File: src/rtl/hacd_pkg.sv
// rtl/hacd_pkg.sv - shared types and constants for the HACD read scheduler
package hacd_pkg;

    typedef enum logic [1:0] {
        ST_IDLE  = 2'd0,
        ST_ISSUE = 2'd1,
        ST_DRAIN = 2'd2,
        ST_FIN   = 2'd3
    } sched_state_e;

    localparam logic [1:0] AXI_BURST_INCR = 2'b01;
    localparam logic [1:0] AXI_RESP_OKAY  = 2'b00;
    localparam int         PAGE_BYTES     = 4096;

endpackage

File: src/rtl/hawk_burst_calc.sv
// rtl/hawk_burst_calc.sv - beats for the next burst: min(remaining, MAX_BURST, beats left in 4KB page)
module hawk_burst_calc
    import hacd_pkg::*;
#(
    parameter int NBEATS_WIDTH = 12,
    parameter int MAX_BURST    = 16,
    parameter int BB           = 64,
    parameter int BW           = $clog2(MAX_BURST) + 1
)(
    input  logic [11:0]             i_page_off,
    input  logic [NBEATS_WIDTH-1:0] i_rem,
    output logic [BW-1:0]           o_b
);

    localparam int BB_LOG = $clog2(BB);

    logic [12:0] w_page_beats;
    logic [12:0] w_lim;

    // i_page_off is beat aligned, so the page remainder divides exactly
    assign w_page_beats = (13'(PAGE_BYTES) - {1'b0, i_page_off}) >> BB_LOG;
    assign w_lim        = (w_page_beats < 13'(MAX_BURST)) ? w_page_beats : 13'(MAX_BURST);
    assign o_b          = (32'(i_rem) < 32'(w_lim)) ? BW'(i_rem) : BW'(w_lim);

endmodule

File: src/rtl/hawk_rd_sched.sv
// rtl/hawk_rd_sched.sv - round-robin read scheduler splitting requester regions into 4KB-safe AXI bursts
`ifndef HACD_AXI4_ADDR_WIDTH
`define HACD_AXI4_ADDR_WIDTH 64
`endif
`ifndef HACD_AXI4_DATA_WIDTH
`define HACD_AXI4_DATA_WIDTH 512
`endif
`ifndef HACD_AXI4_ID_WIDTH
`define HACD_AXI4_ID_WIDTH 4
`endif

module hawk_rd_sched
    import hacd_pkg::*;
#(
    parameter int ADDR_WIDTH   = `HACD_AXI4_ADDR_WIDTH,
    parameter int DATA_WIDTH   = `HACD_AXI4_DATA_WIDTH,
    parameter int ID_WIDTH     = `HACD_AXI4_ID_WIDTH,
    parameter int MAX_BURST    = 16,
    parameter int NBEATS_WIDTH = 12
)(
    input  logic                    clk,
    input  logic                    rst_n,
    input  logic [1:0]              req_valid,
    output logic [1:0]              req_ready,
    input  logic [ADDR_WIDTH-1:0]   req_addr0,
    input  logic [ADDR_WIDTH-1:0]   req_addr1,
    input  logic [NBEATS_WIDTH-1:0] req_nbeats0,
    input  logic [NBEATS_WIDTH-1:0] req_nbeats1,
    output logic [1:0]              done,
    output logic                    err,
    output logic                    busy,
    input  logic                    rdfifo_empty,
    output logic [ID_WIDTH-1:0]     m_arid,
    output logic [ADDR_WIDTH-1:0]   m_araddr,
    output logic [7:0]              m_arlen,
    output logic [2:0]              m_arsize,
    output logic [1:0]              m_arburst,
    output logic                    m_arvalid,
    input  logic                    m_arready,
    input  logic                    r_fire,
    input  logic [1:0]              r_resp,
    input  logic                    r_last
);

    localparam int BB     = DATA_WIDTH / 8;
    localparam int BB_LOG = $clog2(BB);
    localparam int BW     = $clog2(MAX_BURST) + 1;
    localparam int OW     = NBEATS_WIDTH + 1;
    localparam logic [ADDR_WIDTH-1:0] ALIGN_MASK = ~ADDR_WIDTH'(BB - 1);

    sched_state_e            r_state, w_state_nx;
    logic                    r_g, w_g_nx;
    logic                    r_rr_last, w_rr_last_nx;
    logic [ADDR_WIDTH-1:0]   r_addr, w_addr_nx;
    logic [NBEATS_WIDTH-1:0] r_rem, w_rem_nx;
    logic [OW-1:0]           r_outst, w_outst_nx;
    logic                    r_err_acc, w_err_acc_nx;
    logic [7:0]              r_arlen, w_arlen_nx;
    logic                    r_arvalid, w_arvalid_nx;
    logic [1:0]              r_req_ready, w_req_ready_nx;
    logic [1:0]              r_done, w_done_nx;
    logic                    r_err, w_err_nx;
    logic                    r_busy, w_busy_nx;

    logic [BW-1:0]           w_calc_b;
    logic [OW-1:0]           w_hs_b;
    logic                    w_ar_hs;
    logic                    w_count;
    logic                    w_grant;
    logic                    w_gsel;
    logic [ADDR_WIDTH-1:0]   w_addr_sel;
    logic [NBEATS_WIDTH-1:0] w_nbeats_sel;

    hawk_burst_calc #(
        .NBEATS_WIDTH (NBEATS_WIDTH),
        .MAX_BURST    (MAX_BURST),
        .BB           (BB),
        .BW           (BW)
    ) u_burst_calc (
        .i_page_off (r_addr[11:0]),
        .i_rem      (r_rem),
        .o_b        (w_calc_b)
    );

    // Round-robin: on contention the requester that did not win last time goes next
    assign w_gsel       = (&req_valid) ? ~r_rr_last : req_valid[1];
    assign w_grant      = (r_state == ST_IDLE) && (|req_valid) && rdfifo_empty && (r_outst == '0);
    assign w_addr_sel   = (w_gsel ? req_addr1 : req_addr0) & ALIGN_MASK;
    assign w_nbeats_sel = w_gsel ? req_nbeats1 : req_nbeats0;

    assign w_ar_hs = r_arvalid && m_arready;
    assign w_hs_b  = OW'(r_arlen) + OW'(1);
    assign w_count = r_fire && ((r_state == ST_ISSUE) || (r_state == ST_DRAIN)) && (r_outst != '0);

    always_comb begin
        w_state_nx     = r_state;
        w_g_nx         = r_g;
        w_rr_last_nx   = r_rr_last;
        w_addr_nx      = r_addr;
        w_rem_nx       = r_rem;
        w_err_acc_nx   = r_err_acc;
        w_arlen_nx     = r_arlen;
        w_arvalid_nx   = r_arvalid;
        w_req_ready_nx = 2'b00;
        w_done_nx      = 2'b00;
        w_err_nx       = 1'b0;
        w_outst_nx     = r_outst + (w_ar_hs ? w_hs_b : '0) - (w_count ? OW'(1) : '0);

        if (w_count && (r_resp != AXI_RESP_OKAY)) begin
            w_err_acc_nx = 1'b1;
        end

        case (r_state)
            ST_IDLE: begin
                if (w_grant) begin
                    w_req_ready_nx[w_gsel] = 1'b1;
                    w_g_nx                 = w_gsel;
                    w_rr_last_nx           = w_gsel;
                    w_addr_nx              = w_addr_sel;
                    w_rem_nx               = w_nbeats_sel;
                    w_err_acc_nx           = 1'b0;
                    w_state_nx             = (w_nbeats_sel == '0) ? ST_FIN : ST_ISSUE;
                end
            end
            ST_ISSUE: begin
                // A handshake drops arvalid, giving the one idle cycle before the next burst
                if (w_ar_hs) begin
                    w_arvalid_nx = 1'b0;
                    w_addr_nx    = r_addr + (ADDR_WIDTH'(w_hs_b) << BB_LOG);
                    w_rem_nx     = r_rem - NBEATS_WIDTH'(w_hs_b);
                    if (w_rem_nx == '0) begin
                        w_state_nx = ST_DRAIN;
                    end
                end else if (!r_arvalid) begin
                    w_arvalid_nx = 1'b1;
                    w_arlen_nx   = 8'(w_calc_b) - 8'd1;
                end
            end
            ST_DRAIN: begin
                if (r_outst == '0) begin
                    w_state_nx = ST_FIN;
                end
            end
            ST_FIN: begin
                w_done_nx[r_g] = 1'b1;
                w_err_nx       = r_err_acc;
                w_state_nx     = ST_IDLE;
            end
            default: w_state_nx = ST_IDLE;
        endcase

        w_busy_nx = (w_state_nx != ST_IDLE);
    end

    always_ff @(posedge clk or negedge rst_n) begin
        if (!rst_n) begin
            r_state     <= ST_IDLE;
            r_g         <= 1'b0;
            r_rr_last   <= 1'b1;
            r_addr      <= '0;
            r_rem       <= '0;
            r_outst     <= '0;
            r_err_acc   <= 1'b0;
            r_arlen     <= '0;
            r_arvalid   <= 1'b0;
            r_req_ready <= 2'b00;
            r_done      <= 2'b00;
            r_err       <= 1'b0;
            r_busy      <= 1'b0;
        end else begin
            r_state     <= w_state_nx;
            r_g         <= w_g_nx;
            r_rr_last   <= w_rr_last_nx;
            r_addr      <= w_addr_nx;
            r_rem       <= w_rem_nx;
            r_outst     <= w_outst_nx;
            r_err_acc   <= w_err_acc_nx;
            r_arlen     <= w_arlen_nx;
            r_arvalid   <= w_arvalid_nx;
            r_req_ready <= w_req_ready_nx;
            r_done      <= w_done_nx;
            r_err       <= w_err_nx;
            r_busy      <= w_busy_nx;
        end
    end

    assign req_ready = r_req_ready;
    assign done      = r_done;
    assign err       = r_err;
    assign busy      = r_busy;
    assign m_arid    = ID_WIDTH'(r_g);
    assign m_araddr  = r_addr;
    assign m_arlen   = r_arlen;
    assign m_arsize  = 3'(BB_LOG);
    assign m_arburst = AXI_BURST_INCR;
    assign m_arvalid = r_arvalid;

    a_no_underflow: assert property (@(posedge clk) disable iff (!rst_n)
        (r_fire && ((r_state == ST_ISSUE) || (r_state == ST_DRAIN))) |-> (r_outst != '0))
        else $error("hawk_rd_sched: R beat with nothing outstanding (rlast=%0b)", r_last);

endmodule

File: config.mk
export PLATFORM = sky130hd
export DESIGN_NAME = hawk_rd_sched
export DESIGN_NICKNAME = d
export VERILOG_FILES = /design/src/rtl/hacd_pkg.sv /design/src/rtl/hawk_burst_calc.sv /design/src/rtl/hawk_rd_sched.sv
export SDC_FILE = /design/constraint.sdc
export NUM_CORES = 1
export LEC_CHECK = 0
export ABC_AREA = 1
export CELL_PAD_IN_SITES_DETAIL_PLACEMENT = 1
export CELL_PAD_IN_SITES_GLOBAL_PLACEMENT = 2
export CORE_ASPECT_RATIO = 1.4
export CORE_MARGIN = 5
export CORE_UTILIZATION = 28
export DETAILED_ROUTE_END_ITERATION = 7
export PLACE_DENSITY_LB_ADDON = 0.1
export SLEW_MARGIN = 0
export SYNTH_ARGS = -nofsm -noshare
export SYNTH_HDL_FRONTEND = slang
export SYNTH_SLANG_ARGS = --single-unit
File: constraint.sdc
create_clock -name clk -period 8.4 [get_ports clk]
set_input_delay 0.84 -clock clk [delete_from_list [all_inputs] [get_ports clk]]
set_output_delay 0.84 -clock clk [all_outputs]
set_load 0.01 [all_outputs]
==> out/metrics.csv, run 1 <==
metric;value;unit
r2r_end;m_araddr[23];
slew_violations;0;
start_util;28.4;%
yosys_warnings;0;
htreeDepth;3;
cp_top_family;buffers and inverters;
critical-path-slowest-cell;buf_4;
drive_above_1_share;4.04;%
rows;79;
r2r-start;r_state[1];
grt_setup_unrepaired;no;
drtPass1Iterations;5;
timing.fmax;259;MHz
hold_end;r_rr_last;
io_pins;250;
ff2ff_setup_slack;4.55;ns
crit_type;register to register;
globalRouteOverflowTotal;0;
clk_latency;0.38;ns
worst_pin_slew;0.908;ns
die_w;165;um
period_minus_slack;3.85;ns
outcome;finished clean;
clockBufferDepth;2;
synthToLayoutAreaGrowth;30.3;%
path_max_fanout;68;
detail-route-antenna-nets;0;
syn_area;9420;sq um
cts_repair_resize_count;0;
num_vias;10300;
fillers;4349;
numCtsBuffers;9;
power.density;362;nW/um^2
root_buffer;clkbuf_16;
max_stage_delay;0.66;ns
start_kind;register;
synth-seq-cells;101;
place_congestion;0.893;
setup_tns;0;ns
dp_hpwl;31800;um
fin_area;12300;sq um
relSlewSlack;38.9;%
synth_cells;1488;
hold_depth;2;
grt_first_pass_wirelength;60900;um
finalClockSkew;0.0135;ns
post-cts-setup-buffer-count;0;
worstPathCellList;inv_1, ha_2, buf_4, inv_2, nor2_1, inv_1, nand2_2, nand2_4, inv_2, buf_4, o21ai_0, o21ai_1, nand2_1;
wl;39800;um
grt_pass1_vias;10900;
multi_input_area;5880;sq um
drc;0;
min_path_type;register to register;
final-setup-viol-count;0;
syn-mean-instance-area;6.33;sq um
dpl_cell_area;12000;sq um
cp.depth;13;
crit_path_end_kind;register;
via_per_inst;4.85;
dieHeight;227;um
final_nets;1893;
cts_tree;yes;
crit_buf_inv;6;
reg2reg_depth;13;
drt_iter0_drc;360;
seq_area;2530;sq um
grt_max_degree;69;
cp.required;8.67;ns
fin_crit_sh;45.9;%
antenna_found_initial;1;
hold_start;r_rr_last;
max_cap_violations;0;
cts_hold_buf;0;
cts_sinks;101;
leakage;5.76;nW
grt_use_total;21.2;%
cp.arrival;4.12;ns
clkSlewWorstSetupHoldPaths;0.08;ns
hold_viol_final;0;
fp.coreArea;33200;sq um
ir_drop;0.112;mV
yosys.cell_types.count;50;
wire_per_inst;18.7;um
die-area;37500;sq um
yosysSeqAreaShare;26.9;%
buffer_ports.inserted;222;
how the worst max path moves through the flow:
stage / from / to / slack, ns
2_1_floorplan: m_arready / r_outst[12] / 5.21
3_3_place_gp: m_arready / r_outst[12] / 4.23
3_5_place_dp: m_arready / r_outst[12] / 4.19
4_1_cts: r_outst[2] / r_outst[12] / 4.48
5_1_grt: r_state[1] / m_araddr[23] / 4.20
6_report: r_state[1] / m_araddr[23] / 4.55
power by group:
group          switching (mW)  internal [mW]  leakage (nW)
clock network           0.215          0.241         0.150
registers               0.360          0.712          1.13
logic                    1.74           1.17          4.47
total                    2.32           2.12          5.76
logic make-up (layout without fill, tap and decap cells):
| family | after synthesis | in the layout | share of synthesized area, % |
|---|---|---|---|
| DFF | 101 | 101 | 26.9 |
| AOI/OAI and AO/OA | 231 | 231 | 13.6 |
| other | 2 | 15 | 0.0797 |
| and+or+nand+nor | 809 | 809 | 37.2 |
| adders and majority gates | 53 | 53 | 7.28 |
| buffers and inverters | 251 | 434 | 11.2 |
| muxes | 3 | 3 | 0.319 |
| xor gates and xnor gates | 38 | 38 | 3.53 |
cells in the final DEF (no fill, tap or decap), types with 3 or more instances in the layout:
master	count
conb_1	14
o21bai_1	6
dfrtp_1	100
inv_2	3
nand2_1	343
nor2_1	269
fa_1	3
o22ai_1	4
o21ai_1	8
ha_1	49
mux2i_1	3
clkdlybuf4s50_1	221
clkinv_4	3
nor3_1	17
o211ai_1	5
or2_2	4
a22oi_1	11
a31oi_1	9
a21oi_2	4
nand2_4	5
inv_1	181
a21oi_1	77
nand3b_1	9
nand3_1	85
o21ai_2	3
o21ai_0	97
xor2_1	28
buf_4	11
nand2_2	11
nand4_1	38
clkbuf_16	9
xnor2_1	10
nor4_1	14
cell usage after synthesis (all sizes together):
cell	count	area share, %
nand4	39	2.8
xor2	28	2.6
buf	32	2.4
nand3	87	4.9
xnor2	10	0.93
o2bb2ai	1	0.093
o21bai	6	0.48
nand2	359	15
o221ai	2	0.19
dfstp	1	0.28
nand3b	9	0.72
nor2	272	11
a2bb2oi	1	0.093
nor4	14	0.93
o21ai	108	5.9
or2	5	0.33
conb	2	0.080
clkbuf	33	1.3
ha	50	6.6
a31oi	9	0.60
o22ai	4	0.27
inv	185	7.4
and2	2	0.13
a22oi	11	0.88
dfrtp	100	27
and3	2	0.13
a21oi	81	4.5
o211ai	5	0.40
fa	3	0.64
o32ai	1	0.093
nor3	20	1.3
mux2i	3	0.32
o21a	2	0.16
clkinv	1	0.040
registers in the layout, indices dropped and copies added (netlist names):
register and count:
done 2, r_g 1, m_araddr 58, r_state 2, req_ready 2, m_arlen 6, busy 1, err 1
r_outst 13, r_rem 12, r_rr_last 1, m_arvalid 1, r_err_acc 1
tightest hold or removal path, cell delays in order (launching register included):
cell and delay [ns]:
dfstp_2 0.38, nand2_1 0.06, nand2_1 0.05
area by class of cell:
cell class / instances / area share (%)
clock inverters: 5 / 0.500
well taps: 445 / 4.54
diodes: 1 / 0.0204
inverters: 186 / 5.71
clock buffers: 11 / 1.98
multi-input cells: 1148 / 48.0
repair buffers: 232 / 18.7
flip-flops and latches: 101 / 20.6
per-stage QoR:
stage          power, mW  util, %  hold WS [ns]  worst slack [ns]  instances
2_1_floorplan       2.91        -         0.436              5.21       1500
3_3_place_gp        3.97     36.0         0.448              4.23       2112
3_5_place_dp        4.02     36.0         0.465              4.19       2112
4_1_cts             4.51     36.9         0.485              4.48       2128
5_1_grt             4.89     37.0         0.502              4.20       2129
6_report            4.44     37.0         0.484              4.55       2129
layer usage:
layer | up-vias | wire (um) | part of all wire [%] | GRT usage (%)
li1 | 5158 | - | - | -
met1 | 4971 | 14800 | 37 | 21.9
met2 | 157 | 22800 | 57 | 43.1
met3 | 39 | 1270 | 3.2 | 3.10
met4 | 0 | 927 | 2.3 | 6.17
met5 | - | 0 | 0 | 0
Note: power is estimated with default switching activity, not from simulation.
==> run 2, diff against run 1 <==
--- a/config.mk
+++ b/config.mk
@@ -10,7 +10,7 @@
 export CELL_PAD_IN_SITES_GLOBAL_PLACEMENT = 2
 export CORE_ASPECT_RATIO = 1.4
 export CORE_MARGIN = 5
-export CORE_UTILIZATION = 28
+export CORE_UTILIZATION = 26
 export DETAILED_ROUTE_END_ITERATION = 7
 export PLACE_DENSITY_LB_ADDON = 0.1
 export SLEW_MARGIN = 0
==> constraint.sdc (replaced) <==
create_clock -name clk -period 3.6 [get_ports clk]
set_input_delay 0.36 -clock clk [delete_from_list [all_inputs] [get_ports clk]]
set_output_delay 0.36 -clock clk [all_outputs]
set_load 0.01 [all_outputs]
==> run 2 against run 1 <==
  * Design area increased by 1.7%
  * Hold slack worse by 0.45 ns
  * Sequential power grew 130%
  * Via count grew 1.3%
==> out/metrics.csv, run 2 (same netlist as run 1, synthesis figures left out) <==
metric;value;unit;change
outcome;finished clean;;
htreeDepth;3;;unchanged
place_inst;2149;;+1.8%
hold_viol_final;0;;unchanged
rows;82;;+3.8%
fin_crit_sh;92.3;%;+46 points
ir_drop;0.267;mV;+140%
relSlewSlack;42.6;%;+3.6 points
globalRouteOverflowTotal;0;;unchanged
die_w;171;um;+3.5%
crit_buf_inv;2;;-4
routed-wl-met2;22900;um;+0.53%
worstSetupStartpoint;r_outst[1];;
num_vias;10500;;+1.3%
numCtsBuffers;9;;unchanged
buffer_ports.inserted;222;;unchanged
crit_type;register to register;;
cts_hold_buf;0;;unchanged
r2r_end;r_outst[12];;
cts_tree;yes;;
r2r-start;r_outst[1];;
cp.arrival;3.63;ns;-0.49 ns
via_per_inst;4.83;;-0.38%
path_max_fanout;3;;-96%
wl_met3;1440;um;+14%
cts_sinks;101;;unchanged
dp_hpwl;33600;um;+5.5%
final_nets;1913;;+1.1%
wl;41600;um;+4.6%
dpl_cell_area;12200;sq um;+1.6%
root_buffer;clkbuf_16;;
fp.coreArea;35800;sq um;+7.8%
layout_common_cells;nand2_1, nor2_1, clkdlybuf4s50_1, inv_1, dfrtp_1;;
drt_iter0_drc;360;;unchanged
cp.required;3.90;ns;-4.77 ns
clkSlewWorstSetupHoldPaths;0.08;ns;about the same
worstPathCellList;nor4_1, nand3_2, and3_4, ha_1, inv_1, ha_1, inv_1, fa_1, nand3b_1, and2_1, o21bai_2, nand2_1, nand2_1, a21oi_1, o21bai_1, nand2_1, nand2_1, xor2_1;;
antenna_found_initial;1;;unchanged
wire_per_inst;19.2;um;+2.8%
max_stage_delay;0.39;ns;-0.27 ns
cp_top_family;simple AND/OR/NAND/NOR gates;;
grt_pass1_vias;11300;;+3.3%
detail-route-antenna-nets;0;;unchanged
dieHeight;235;um;+3.6%
mostFrequentLayoutCell;nand2_1;;
grt_first_pass_wirelength;63900;um;+4.9%
drc;0;;unchanged
max_cap_violations;0;;unchanged
slew_violations;0;;unchanged
leakage;5.86;nW;+1.9%
cpMostUsedCell;nand2_1;;
drtPass1Iterations;6;;+1
reg2reg_depth;18;;+5
ff2ff_setup_slack;0.28;ns;-4.27 ns
cts_repair_resize_count;0;;unchanged
synthToLayoutAreaGrowth;32.5;%;
start_kind;register;;
place_congestion;0.902;;+1.0%
worst_pin_slew;0.854;ns;-0.0541 ns
grt_max_degree;78;;+13%
period_minus_slack;3.32;ns;-0.531 ns
clk_latency;0.37;ns;about the same
grt_use_total;20.6;%;-0.65 points
fillers;4554;;+4.7%
final-setup-viol-count;0;;unchanged
critical-path-slowest-cell;dfrtp_1;;
start_util;26.3;%;-2.1 points
fin_area;12500;sq um;+1.7%
layout.cells.non_filler;2166;;+1.7%
io_pins;250;;unchanged
min_path_type;primary input to async pin;;
largest_register_ff_count;58;;unchanged
drive_above_1_share;5.58;%;+1.5 points
crit_path_end_kind;register;;
power.density;839;nW/um^2;+130%
die-area;40200;sq um;+7.3%
clockBufferDepth;2;;unchanged
finalClockSkew;0.0100;ns;-0.00350 ns
highest_layer;met4;;
drt-met1-wl;15800;um;+7.0%
post-cts-setup-buffer-count;0;;unchanged
timing.fmax;301;MHz;+16%
## run 2: cell count changes in the layout (fill, tap and decap cells not counted), moves of 2 or more
cell | previous run | this run
buf_12 | 0 | 2
buf_4 | 11 | 29
nand3_1 | 85 | 83
nand3_2 | 0 | 2
## run 2: worst max path at each step
stage	endpoint	slack [ns]	cells after the start
CTS	r_outst[12]	0.10	19
global route	r_outst[12]	-0.004	19
floorplan	r_outst[12]	0.57	21
detailed placement	r_outst[12]	0.11	19
global placement	r_outst[12]	0.16	19
finish	r_outst[12]	0.28	18
## run 2: layer usage
layer	vias up	GRT usage, %
li1	5194	-
met3	56	3.28
met4	0	7.37
met1	5030	21.7
met5	-	0
met2	184	40.1
## run 2: area by class of cell
type	count	area (sq um)	share of cell area, %
Inverter	186	701	5.62
Clock buffer	11	253	2.03
Antenna cell	1	2.50	0.0201
Timing Repair Buffer	252	2470	19.8
Sequential cell	101	2530	20.3
Tap cell	462	578	4.63
Clock inverter	5	35.0	0.281
Multi-Input combinational cell	1148	5910	47.4
## run 2: where the power goes
part / switching, mW / total, mW / internal (mW)
Clock: 0.510 / 1.02 / 0.509
Combinational: 4.17 / 6.97 / 2.80
Sequential: 0.815 / 2.48 / 1.66
## run 2: through the flow
| step | hold slack [ns] | TNS, ns | power, mW | worst slack (ns) | util [%] |
|---|---|---|---|---|---|
| finish | 0.0378 | 0 | 10.5 | 0.276 | 34.8 |
| global route | 0.0750 | -0.00415 | 11.5 | -0.00415 | 34.8 |
| CTS | 0.0550 | 0 | 10.6 | 0.102 | 34.8 |
| detailed placement | 0.464 | 0 | 9.52 | 0.114 | 34.0 |
| global placement | 0.457 | 0 | 9.42 | 0.157 | 34.0 |
| floorplan | 0.0644 | 0 | 6.78 | 0.568 | - |
## run 2: worst register-to-register path, delay by kind of cell (launching register included)
kind | cells | cell delay, ns
AO/OA/AOI/OAI | 3 | 0.36
buffers and inverters | 2 | 0.14
flip-flops | 1 | 0.39
XOR/XNOR | 1 | 0.14
adder cells (fa/ha/maj) | 3 | 0.83
AND/OR/NAND/NOR | 9 | 1.39
